[config.mk]
export PLATFORM = sky130hd
export DESIGN_NAME = mult4_accumulator
export DESIGN_NICKNAME = d
export VERILOG_FILES = /design/src/rtl/mult4_accumulator.sv
export SDC_FILE = /design/constraint.sdc
export NUM_CORES = 1
export LEC_CHECK = 0
export CAP_MARGIN = 20
export CELL_PAD_IN_SITES_DETAIL_PLACEMENT = 1
export CELL_PAD_IN_SITES_GLOBAL_PLACEMENT = 2
export CORE_UTILIZATION = 32
export CTS_BUF_LIST = sky130_fd_sc_hd__clkbuf_4
export CTS_CLUSTER_SIZE = 24
export DETAILED_ROUTE_END_ITERATION = 8
export PLACE_DENSITY = 0.84
export SLEW_MARGIN = 10
export SYNTH_ARGS = -nofsm -noshare
export SYNTH_HDL_FRONTEND = slang
export SYNTH_SLANG_ARGS = --single-unit
export TNS_END_PERCENT = 20
[constraint.sdc]
create_clock -name clk -period 2.8 [get_ports clk]
set_clock_uncertainty 0.1 [all_clocks]
set_input_delay 0.56 -clock clk [delete_from_list [all_inputs] [get_ports clk]]
set_output_delay 0.56 -clock clk [all_outputs]
set_load 0.1 [all_outputs]
[src/rtl/mult4_accumulator.sv]
// mult4_accumulator: multiplies 4-bit unsigned operand pairs, accumulates one frame
// of products, and offers the frame result on a valid/ready output.
// Latency: out_valid rises 2 cycles after the final input transfer (FLUSH, then HOLD).
// Backpressure: in_ready is 1 only in ACCUM; a held result (HOLD) stalls input until out_ready.
//
// Optional feature macro: MULT4_ACCUMULATOR_SATURATE_EN
//   defined   -> additions clamp at 2^ACC_W-1 and out_sat flags it (sticky per frame)
//   undefined -> additions wrap modulo 2^ACC_W and out_sat is tied to 0
//
// Ports:
//   clk, rst                     clock, synchronous active-high reset
//   in_valid/in_ready            input beat handshake
//   in_a, in_b, in_last          4-bit operands and frame-closing flag
//   out_valid/out_ready          result handshake
//   out_acc, out_count, out_sat  frame sum, beat count, saturation flag
module mult4_accumulator #(
  parameter int ACC_W   = 12,
  parameter int COUNT_N = 4
) (
  input  logic             clk,
  input  logic             rst,
  input  logic             in_valid,
  output logic             in_ready,
  input  logic [3:0]       in_a,
  input  logic [3:0]       in_b,
  input  logic             in_last,
  output logic             out_valid,
  input  logic             out_ready,
  output logic [ACC_W-1:0] out_acc,
  output logic [7:0]       out_count,
  output logic             out_sat
);

  typedef enum logic [1:0] {ACCUM = 2'd0, FLUSH = 2'd1, HOLD = 2'd2} state_t;

  state_t state, state_nxt;

  logic             in_xfer;
  logic [7:0]       prod;
  logic             beat_final;

  // Product register P: one product in flight behind the multiplier
  logic [7:0]       p_prod;
  logic             p_last;
  logic             p_vld;

  logic [ACC_W-1:0] acc;
  logic [7:0]       count;
  logic [ACC_W-1:0] add_res;

  assign in_xfer = in_valid & in_ready;
  assign prod    = {4'b0000, in_a} * {4'b0000, in_b};

  // count already holds the beats accepted before this one
  assign beat_final = in_last | (count == 8'(COUNT_N - 1));

`ifdef MULT4_ACCUMULATOR_SATURATE_EN
  logic [ACC_W:0] sum_w;
  logic           add_ovf;
  logic           sat_acc;
  logic           out_sat_q;

  // One extra bit catches the carry out; clamp to all-ones on overflow
  assign sum_w   = {1'b0, acc} + (ACC_W + 1)'(p_prod);
  assign add_ovf = sum_w[ACC_W];
  assign add_res = add_ovf ? {ACC_W{1'b1}} : sum_w[ACC_W-1:0];
  assign out_sat = out_sat_q;
`else
  assign add_res = acc + ACC_W'(p_prod);
  assign out_sat = 1'b0;
`endif

  // State register
  always_ff @(posedge clk) begin
    if (rst) begin
      state <= ACCUM;
    end else begin
      state <= state_nxt;
    end
  end

  // Next-state logic
  always_comb begin
    state_nxt = state;
    case (state)
      ACCUM: if (in_xfer && beat_final) state_nxt = FLUSH;
      FLUSH: state_nxt = HOLD;
      HOLD:  if (out_ready) state_nxt = ACCUM;
      default: state_nxt = ACCUM;
    endcase
  end

  // Output decode
  always_comb begin
    in_ready  = 1'b0;
    out_valid = 1'b0;
    case (state)
      ACCUM:   in_ready  = 1'b1;
      HOLD:    out_valid = 1'b1;
      default: begin
        in_ready  = 1'b0;
        out_valid = 1'b0;
      end
    endcase
  end

  // Datapath
  always_ff @(posedge clk) begin
    if (rst) begin
      p_prod    <= '0;
      p_last    <= 1'b0;
      p_vld     <= 1'b0;
      acc       <= '0;
      count     <= '0;
      out_acc   <= '0;
      out_count <= '0;
`ifdef MULT4_ACCUMULATOR_SATURATE_EN
      sat_acc   <= 1'b0;
      out_sat_q <= 1'b0;
`endif
    end else begin
      // P is empty on any cycle without an input transfer
      p_vld <= in_xfer;
      if (in_xfer) begin
        p_prod <= prod;
        p_last <= beat_final;
      end

      case (state)
        ACCUM: begin
          if (in_xfer) count <= count + 8'd1;
          // The final product stays in P and is folded in during FLUSH
          if (p_vld && !p_last) begin
            acc <= add_res;
`ifdef MULT4_ACCUMULATOR_SATURATE_EN
            sat_acc <= sat_acc | add_ovf;
`endif
          end
        end
        FLUSH: begin
          out_acc   <= add_res;
          out_count <= count;
          acc       <= '0;
          count     <= '0;
`ifdef MULT4_ACCUMULATOR_SATURATE_EN
          out_sat_q <= sat_acc | add_ovf;
          sat_acc   <= 1'b0;
`endif
        end
        default: begin
        end
      endcase
    end
  end

endmodule
Yosys cells after proc, flatten, opt, wreduce, memory -nomap -nowiden --
Cells that the tools add are included.
Storage, ports and cells: register bits 52, bits in latches 0, RAM bits 0, ROM bits 0, input port bits 13, memories 0
Operators by class: $add $sub $neg 2, multipliers 1, divide/modulo/power cells 0, magnitude comparators 0, equality and inequality tests 7, shift operators 0, multiplexer cells 9, bitwise logic cells 2, reduce and logical (&&, ||, !) cells 8
Operator list (number):
- one-hot mux 12 bit (2 select lines) | 1
- one-hot mux 8 bit (2 select lines) | 1
- adder 12 x 8 -> 12 bit | 1
- 2-to-1 mux 12 bit | 1
- adder 8 x 1 -> 8 bit, second input constant | 1
- == test 8 x 2 -> 1 bit, second input constant | 1
- multiplier 4 x 4 -> 8 bit | 1
- 2-to-1 mux 8 bit | 1
- inequality test 2 bit, second input constant | 4
- one-hot mux 2 bit (3 select lines) | 1
- AND reduction 2 bit | 3
- 2-to-1 mux 2 bit | 2
- == test 2 x 1 -> 1 bit, second input constant | 1
- == test 2 bit, second input constant | 1
- logical AND 1 bit | 2
- zero test 2 bit | 1
- 2-to-1 mux 1 bit | 2
- nonzero test 2 bit | 1
- AND 1 bit | 1
- zero test 1 bit | 1
- OR 1 bit | 1

Longest topological paths before layout --
Gate-level depths: netlist (run 1).
word-level depth 6, gate-level depth with buffers 11, gate-level depth less buffers 11

Worst setup path after synthesis (run 1) --
No wires, ideal clock.
path kind flip-flop to flip-flop, start point register state[1], end point register acc[10], arrival time 2.876 ns, path slack -0.238 ns, cell stages (with the launch flop) 7, path buffers 1, period minus slack after synthesis 3.038 ns, cells stage by stage dfxtp_1 > clkbuf_2 > nor2_1 > nand2_1 > nor2_2 > or4b_1 > nand3_1
On the way: word-level cells in the longest chain between the ends 3, elaborated cells between the ends (all ways) 6, classes of those cells 2 x eq/ne; 1 x mux; 3 x reduce/logical
RTL lines:
- start: declaration | RTL line 36 | state_t state, state_nxt;
- start signal: assignment | RTL line 78 | state <= state_nxt;
- == test 2 x 1 -> 1 bit / zero test 2 bit (equally long branches) | RTL line 129 | case (state)
- nonzero test 2 bit (no line) / inequality test 2 bit (equally long branches)
- AND reduction 2 bit (no line)
- end signal: assignment | RTL line 134 | acc <= add_res;
- end: declaration | RTL line 47 | logic [ACC_W-1:0] acc;
Several ways; a longest one is shown, not always the timed one. A chain may end at the register's enable or synchronous reset.

Worst setup path after layout (run 1) --
start point input port in_a[3], end point register p_prod[7]
On the way: word-level cells in the longest chain between the ends 1
RTL lines:
- start: declaration | RTL line 24 | input logic [3:0] in_a,
- multiplier 4 x 4 -> 8 bit | RTL line 52 | assign prod = {4'b0000, in_a} * {4'b0000, in_b};
- end signal: assignment | RTL line 125 | p_prod <= prod;
- end: declaration | RTL line 43 | logic [7:0] p_prod;
No other way between the ends.

==> results of run 1 <==
worst max-delay path by stage:
stage,cells past startpoint,endpoint,slack (ns),start
after floorplan,11,p_prod[6],-0.14,in_b[3]
after global placement,12,p_prod[6],-0.68,in_b[3]
after detailed placement,12,p_prod[6],-0.76,in_a[0]
after CTS,11,p_prod[7],0.08,in_a[0]
after global routing,11,p_prod[7],0.01,in_a[1]
final,10,p_prod[7],0.15,in_a[3]
cell usage in the layout (no fill, tap or decap), types with 3 or more instances in the layout:
cell | Yosys | routed
sky130_fd_sc_hd__a211oi_1 | 5 | 4
sky130_fd_sc_hd__a21o_1 | 4 | 4
sky130_fd_sc_hd__a21oi_1 | 19 | 18
sky130_fd_sc_hd__a22o_1 | 19 | 19
sky130_fd_sc_hd__a22oi_1 | 3 | 3
sky130_fd_sc_hd__a31oi_1 | 3 | 3
sky130_fd_sc_hd__and2_1 | 14 | 14
sky130_fd_sc_hd__buf_4 | 1 | 40
sky130_fd_sc_hd__clkbuf_2 | 1 | 5
sky130_fd_sc_hd__clkbuf_4 | 0 | 5
sky130_fd_sc_hd__clkdlybuf4s50_1 | 0 | 6
sky130_fd_sc_hd__dfxtp_1 | 52 | 52
sky130_fd_sc_hd__fa_1 | 5 | 4
sky130_fd_sc_hd__ha_1 | 21 | 20
sky130_fd_sc_hd__inv_1 | 12 | 11
sky130_fd_sc_hd__mux2i_1 | 4 | 4
sky130_fd_sc_hd__nand2_1 | 36 | 34
sky130_fd_sc_hd__nand2b_1 | 6 | 6
sky130_fd_sc_hd__nand3_1 | 8 | 8
sky130_fd_sc_hd__nor2_1 | 23 | 22
sky130_fd_sc_hd__nor2b_1 | 4 | 4
sky130_fd_sc_hd__nor3_1 | 3 | 3
sky130_fd_sc_hd__nor4b_1 | 3 | 3
sky130_fd_sc_hd__o211ai_1 | 3 | 3
sky130_fd_sc_hd__o21ai_0 | 7 | 7
sky130_fd_sc_hd__or4_1 | 3 | 3
sky130_fd_sc_hd__xnor2_1 | 8 | 8
sky130_fd_sc_hd__xor2_1 | 8 | 8
metal layers:
layer | GRT usage [%] | share of wire (%)
met1 | 19.8 | 46
met2 | 30.2 | 50
met3 | 2.67 | 2.6
met4 | 3.46 | 1.0
met5 | 0 | 0
tightest hold or removal path, stage by stage (launching register included):
cell and delay (ns):
sky130_fd_sc_hd__dfxtp_1 0.34, sky130_fd_sc_hd__nand2_1 0.05, sky130_fd_sc_hd__a21oi_1 0.05
layout make-up:
cell class | instances | area (sq um)
Clock buffer | 5 | 37.5
Clock inverter | 2 | 60.1
Fill cell | 968 | 4910
Inverter | 12 | 45.0
Multi-Input combinational cell | 223 | 1600
Sequential cell | 52 | 1040
Tap cell | 105 | 131
Timing Repair Buffer | 52 | 395
sequential cells by signal (all words and copies together) (netlist names):
signal,flops
p_vld,1
p_prod,8
p_last,1
out_acc,12
acc,12
count,8
state,2
out_count,8
per-stage QoR:
step           cells  area, sq um  setup TNS (ns)
2_1_floorplan    297         2710          -0.165
3_3_place_gp     444         3220           -2.87
3_5_place_dp     444         3220           -3.22
4_1_cts          451         3320               0
5_1_grt          451         3310               0
6_report         451         3310               0
logic make-up after synthesis:
group | count (synthesis) | share of synthesized area, %
xor+xnor | 16 | 5.18
flops | 52 | 38.5
buf+inv | 22 | 3.24
mux | 4 | 1.48
other cells | 1 | 0.139
simple gates | 105 | 19.0
compound gates | 71 | 19.1
fa+ha+maj | 26 | 13.4
power by group through the flow:
| stage | Combinational, mW | Sequential (mW) | Clock [mW] |
|---|---|---|---|
| global route | 0.328 | 0.782 | 0.550 |
| global placement | 0.287 | 0.795 | 0 |
| CTS | 0.296 | 0.779 | 0.525 |
| finish | 0.292 | 0.779 | 0.507 |
| detailed placement | 0.292 | 0.795 | 0 |
| floorplan | 0.181 | 0.807 | 0 |
repair_timing:
action,CTS,global route
setup endpoints to repair,5,3
pin swaps,9,8
gates resized for setup,11,13
==> impl_summary.txt, run 1 <==
----------------------------------------------------
[Run status]
  Status ... completed

[Placement]
  Total half-perimeter wirelength after legalization and detailed placement ... 5.11 mm
  Number of I/O port buffers ... 34
  RePlAce Congestion ... 0.761
  Pre-CTS setup slack ... -0.758 ns

[Clock network]
  Clock-pin slew on the worst setup and hold paths ... 0.14 ns
  CTS tree ... done
  Number of setup buffers added after CTS ... 0
  Htree depth ... 2
  TritonCTS buffer count ... 5
  Library cell used as clock root buffer ... sky130_fd_sc_hd__clkbuf_4
  Latest clock arrival within the worst-skew pair ... 0.36 ns
  Buffers from clock root to sink, at most ... 2
  CTS Hold Bufs ... 0
  Sinks on the clock net ... 52

[Die]
  Vert. Die Dim ... 93.9 microns
  Number of primary I/O pins ... 36
  Initial Util ... 32.9%
  Placeable core region ... 0.00822 sq mm
  Die area ... 0.00882 sq mm
  Width of the chip ... 93.9 microns
  Number of placement rows ... 33

[Synth]
  Post-Synthesis Cells ... 297
  Cells taking the most area after synthesis ... sky130_fd_sc_hd__dfxtp_1 38%, sky130_fd_sc_hd__ha_1 9.7%, sky130_fd_sc_hd__a22o_1 6.2%
  Post-synth cell types ... 40
  Post-synth top area cell ... sky130_fd_sc_hd__dfxtp_1
  Synth Flop Type ... sky130_fd_sc_hd__dfxtp_1
  Count leader, synth ... sky130_fd_sc_hd__dfxtp_1
  Total of flip-flops plus latches after synthesis ... 52
  Post-Syn Nets ... 336
  Post-synth EDFFs ... 0
  Share of synthesized registers carrying an async set or reset ... 0%
  Sequential share of the synthesized area ... 38.5%
  Netlist area before placement ... 0.00271 sq mm
  Warnings, synthesis ... 0
  Avg Cell Area, Syn ... 9.11 sq um
  Most common library cells after synthesis ... 52 x sky130_fd_sc_hd__dfxtp_1, 36 x sky130_fd_sc_hd__nand2_1, 23 x sky130_fd_sc_hd__nor2_1
  Area fraction of the dominant cell type after synthesis ... 38.5%

[Timing]
  Count of endpoints failing setup in the final report ... 0
  Minimum setup slack in the final design ... 0.153 ns
  Setup repair after global routing missed its margin ... no
  Slew of the pin with the lowest slew margin ... 0.817 ns
  Worst hold slack ... 0.369 ns
  Worst slew margin ... 45.5%
  Total count of max-transition violations in the final report ... 0
  Count of endpoints failing hold in the final timing report ... 0
  Share of the clock period used by the worst path ... 94.5%
  Fmax ... 378 MHz
  Post-layout min period ... 2.65 ns

[Worst setup path]
  Type of origin of the critical path ... input pin
  Worst setup EP type ... flip-flop
  Cell depth of the worst flop-to-flop path ... 8
  Worst-path fanout max ... 3
  Origin of the critical flop-to-flop path ... p_prod[0]
  Combined buffer and inverter count along the critical path ... 2
  Worst Path Arrival ... 2.82 ns
  Required time worst endpoint ... 2.98 ns
  Highest-delay cell along the critical path ... sky130_fd_sc_hd__fa_1
  Setup slack of the most critical reg-to-reg path ... 0.26 ns
  Crit Path Category ... in2reg
  Crit path cell chain ... clkdlybuf4s50_1 > buf_4 > and2_1 > fa_1 > ha_1 > a21o_1 > a211oi_2 > nor2_1 > mux2i_1 > nand2_1
  Largest stage delay on the critical path ... 0.52 ns
  Cell class contributing the biggest share of worst-path delay ... adder cells
  Reg-to-reg critical path endpoint ... acc[10]

[Power]
  Relative contribution of the clock network to total power ... 32.1%
  Relative contribution of combinational cells to total power ... 18.5%
  PD cells ... 477 mW/mm^2
  Part of the power in registers ... 49.4%
  Sw Pwr ... 0.427 mW
  Switching fraction of total power ... 27.0%
  Worst vdd rail ir drop ... 167 uV
  Internal power consumption ... 1.15 mW
  Total power consumption of the routed design ... 1.58 mW
  Leakage power summed over all cells ... 1.44 nW

[Hold path]
  End of the worst hold path ... p_prod[4]
  HP Class ... reg2reg
  Cell count of the worst hold path ... 2
  Hold wc startpoint ... p_prod[4]

[Flow run]
  Maximum Capacitance Violations ... 0

[Routing]
  Overall routed net length ... 6.50 mm
  Detailed Routing Iterations Pass 1 ... 4
  DRC marker count from the first detailed-route iteration ... 55
  Mean number of vias per cell ... 5.07
  Wirelength per Cell ... 14.4 microns
  Residual DRC count ... 0
  Vias ... 2,285
  Antenna-violating nets left ... 0

[Global routing]
  Global routing usage summed across all routing layers ... 16.4%
  Global route total overflow ... 0
  Pin count of the biggest net entering global routing ... 22
  Via count of the first global-routing pass ... 2,426
  Antenna violations before repair ... 0
  First-pass GRT wire length ... 11.5 mm

[Final layout]
  Layout net count ... 385
  Layout Area Growth over Synthesis ... 22.3%
  Fraction of final layout cells with drive strength greater than 1 ... 18.8%
  Core occupancy in the finished layout ... 40.3%
  Antenna Diode Count ... 0

----------------------------------------------------
(Power assumes the default switching activity.)
==> run 2: changes to the inputs <==
--- a/config.mk
+++ b/config.mk
@@ -10,6 +10,7 @@
 export CELL_PAD_IN_SITES_GLOBAL_PLACEMENT = 2
 export CORE_UTILIZATION = 32
 export CTS_BUF_LIST = sky130_fd_sc_hd__clkbuf_4
+export CTS_CLUSTER_DIAMETER = 200
 export CTS_CLUSTER_SIZE = 24
 export DETAILED_ROUTE_END_ITERATION = 8
 export PLACE_DENSITY = 0.84
==> results of run 2 <==
No change in the layout: final DEF, timing and power equal those of run 1.
==> run 3: changes to the inputs <==
--- a/config.mk
+++ b/config.mk
@@ -8,12 +8,12 @@
 export CAP_MARGIN = 20
 export CELL_PAD_IN_SITES_DETAIL_PLACEMENT = 1
 export CELL_PAD_IN_SITES_GLOBAL_PLACEMENT = 2
-export CORE_UTILIZATION = 32
+export CORE_UTILIZATION = 30
 export CTS_BUF_LIST = sky130_fd_sc_hd__clkbuf_4
 export CTS_CLUSTER_DIAMETER = 200
 export CTS_CLUSTER_SIZE = 24
 export DETAILED_ROUTE_END_ITERATION = 8
-export PLACE_DENSITY = 0.84
+export PLACE_DENSITY = 0.79
 export SLEW_MARGIN = 10
 export SYNTH_ARGS = -nofsm -noshare
 export SYNTH_HDL_FRONTEND = slang
==> run 3 against run 2 <==
- sequential power about the same
- critical path depth increased by 1
- core utilization decreased by 2.4 points
- design area decreased by 0.15%
==> impl_summary.txt, run 3 (synthesis results as in run 1) <==
----------------------------------------------------
[Routing]
  Antenna-violating nets left ... 0
  Routed wire length on met3 ... 156 microns
  Wirelength per Cell ... 14.5 microns
  Residual DRC count ... 0
  Metal-1 WL ... 3.02 mm
  Metal2 WL ... 3.31 mm
  DRC marker count from the first detailed-route iteration ... 61
  Mean number of vias per cell ... 5.03
  Detailed Routing Iterations Pass 1 ... 4
  Overall routed net length ... 6.57 mm
  Vias ... 2,284
  Uppermost metal layer occupied by signal nets ... met4

[Final layout]
  Fill count ... 1,021
  Leading cell type in the layout, fill and taps excluded ... sky130_fd_sc_hd__dfxtp_1
  Layout Area Growth over Synthesis ... 22.1%
  Antenna Diode Count ... 0
  Fraction of final layout cells with drive strength greater than 1 ... 17.1%
  Largest registers ... acc: 12 flops, out_acc: 12 flops
  Leading cell types in the layout, fill and taps excluded ... 52 x sky130_fd_sc_hd__dfxtp_1, 39 x sky130_fd_sc_hd__buf_4, 35 x sky130_fd_sc_hd__nand2_1
  Layout net count ... 384

[Die]
  Vert. Die Dim ... 97.0 microns
  Initial Util ... 31.0%
  Number of placement rows ... 34
  Width of the chip ... 97.0 microns
  Number of primary I/O pins ... 36
  Placeable core region ... 0.00872 sq mm
  Die area ... 0.00940 sq mm

[Global routing]
  Pin count of the biggest net entering global routing ... 22
  Via count of the first global-routing pass ... 2,381
  First-pass GRT wire length ... 11.3 mm
  Antenna violations before repair ... 0
  Global routing usage summed across all routing layers ... 14.7%
  Global route total overflow ... 0

[Clock network]
  Sinks on the clock net ... 52
  Htree depth ... 2
  Buffers from clock root to sink, at most ... 2
  Library cell used as clock root buffer ... sky130_fd_sc_hd__clkbuf_4
  Latest clock arrival within the worst-skew pair ... 0.38 ns
  CTS tree ... done
  TritonCTS buffer count ... 5
  Clock-pin slew on the worst setup and hold paths ... 0.15 ns

[Power]
  Leakage power summed over all cells ... 1.44 nW
  PD cells ... 458 mW/mm^2
  Total power consumption of the routed design ... 1.51 mW
  Worst vdd rail ir drop ... 161 uV

[Worst setup path]
  Crit Path Category ... in2reg
  Required time worst endpoint ... 3.00 ns
  Type of origin of the critical path ... input pin
  Worst Path Arrival ... 2.88 ns
  Highest-delay cell along the critical path ... sky130_fd_sc_hd__fa_1
  Worst-path fanout max ... 2
  Largest stage delay on the critical path ... 0.53 ns
  Most frequent cell on the critical path ... sky130_fd_sc_hd__fa_1
  Crit path cell chain ... dlygate4sd2_1 > nand2_2 > fa_1 > inv_1 > fa_1 > ha_1 > a21o_1 > a211oi_2 > nor2_1 > mux2i_1 > nand2_1
  Worst setup EP type ... flip-flop

[Timing]
  Worst slew margin ... 44.2%
  Total count of max-transition violations in the final report ... 0
  Post-layout min period ... 2.69 ns
  Minimum setup slack in the final design ... 0.111 ns
  Share of the clock period used by the worst path ... 96.0%
  Fmax ... 372 MHz
  Count of endpoints failing hold in the final timing report ... 0
  Slew of the pin with the lowest slew margin ... 0.837 ns
  Count of endpoints failing setup in the final report ... 0
  Setup repair after global routing missed its margin ... yes

[Flow run]
  Maximum Capacitance Violations ... 0

[Hold path]
  HP Class ... reg2reg

[Run status]
  Status ... completed

[Placement]
  RePlAce Congestion ... 0.757
  Total half-perimeter wirelength after legalization and detailed placement ... 5.12 mm
  Pre-CTS setup slack ... -0.745 ns
  Number of I/O port buffers ... 34

----------------------------------------------------
[run 3: cell types whose count changed in the layout (fill, tap and decap cells not counted), sizes merged]
cell | before | now
bufinv | 2 | 1
buf | 40 | 39
clkbuf | 10 | 6
clkinv | 0 | 1
clkdlybuf4s15 | 1 | 0
dlygate4sd2 | 0 | 6
[run 3: per-stage QoR]
step / utilization, % / cells / setup TNS [ns] / area, sq um / hold slack, ns
finish: 37.9 / 454 / 0 / 3300 / 0.373
detailed placement: 36.8 / 446 / -3.17 / 3210 / 0.350
global placement: 36.8 / 446 / -2.87 / 3210 / 0.340
global route: 37.9 / 454 / -0.0245 / 3300 / 0.397
floorplan: - / 297 / -0.165 / 2710 / 0.336
CTS: 37.8 / 454 / 0 / 3300 / 0.380
[run 3: what timing repair did]
action | in CTS | in global routing
setup endpoints to repair | 5 | 4
cloned | 0 | 0
pin swaps | 11 | 0
hold buffers | 0 | 0
setup buffers | 0 | 0
resized for setup | 11 | 1
[run 3: cell type report]
| cell class | count | area, sq um | area share [%] |
|---|---|---|---|
| Tap cell | 108 | 135 | 4.09 |
| Sequential cell | 52 | 1040 | 31.5 |
| Inverter | 12 | 45.0 | 1.36 |
| Clock inverter | 2 | 35.0 | 1.06 |
| Multi-Input combinational cell | 223 | 1600 | 48.3 |
| Clock buffer | 6 | 45.0 | 1.36 |
| Timing Repair Buffer | 51 | 405 | 12.3 |
[run 3: worst max-delay path: cells and delay by family]
family,cells,cell delay [ns]
adder cells (fa/ha/maj),3,1.29
AO/OA/AOI/OAI,2,0.40
buffers and inverters,2,0.29
AND/OR/NAND/NOR,3,0.20
multiplexers,1,0.15
[run 3: per-layer routing]
metal | track usage [%] | up-vias
met5 | 0 | -
met4 | 4.48 | 0
met3 | 2.10 | 7
met2 | 26.9 | 30
met1 | 17.5 | 1106
li1 | - | 1141
[run 3: worst paths after layout]
| path | from | endpoint | slack (ns) | cells after the start |
|---|---|---|---|---|
| worst max-delay path | in_a[0] | p_prod[7] | 0.11 | 11 |
| worst min-delay path | out_acc[10] | out_acc[10] | 0.37 | 2 |
| worst max register to register | p_prod[0] | acc[10] | 0.22 | 8 |
| worst min register to register | out_acc[10] | out_acc[10] | 0.37 | 2 |
[run 3: power by group]
group / leakage, nW / internal [mW] / switching [mW]
registers: 0.421 / 0.762 / 0.0176
clock network: 0.0456 / 0.197 / 0.247
logic: 0.972 / 0.114 / 0.175
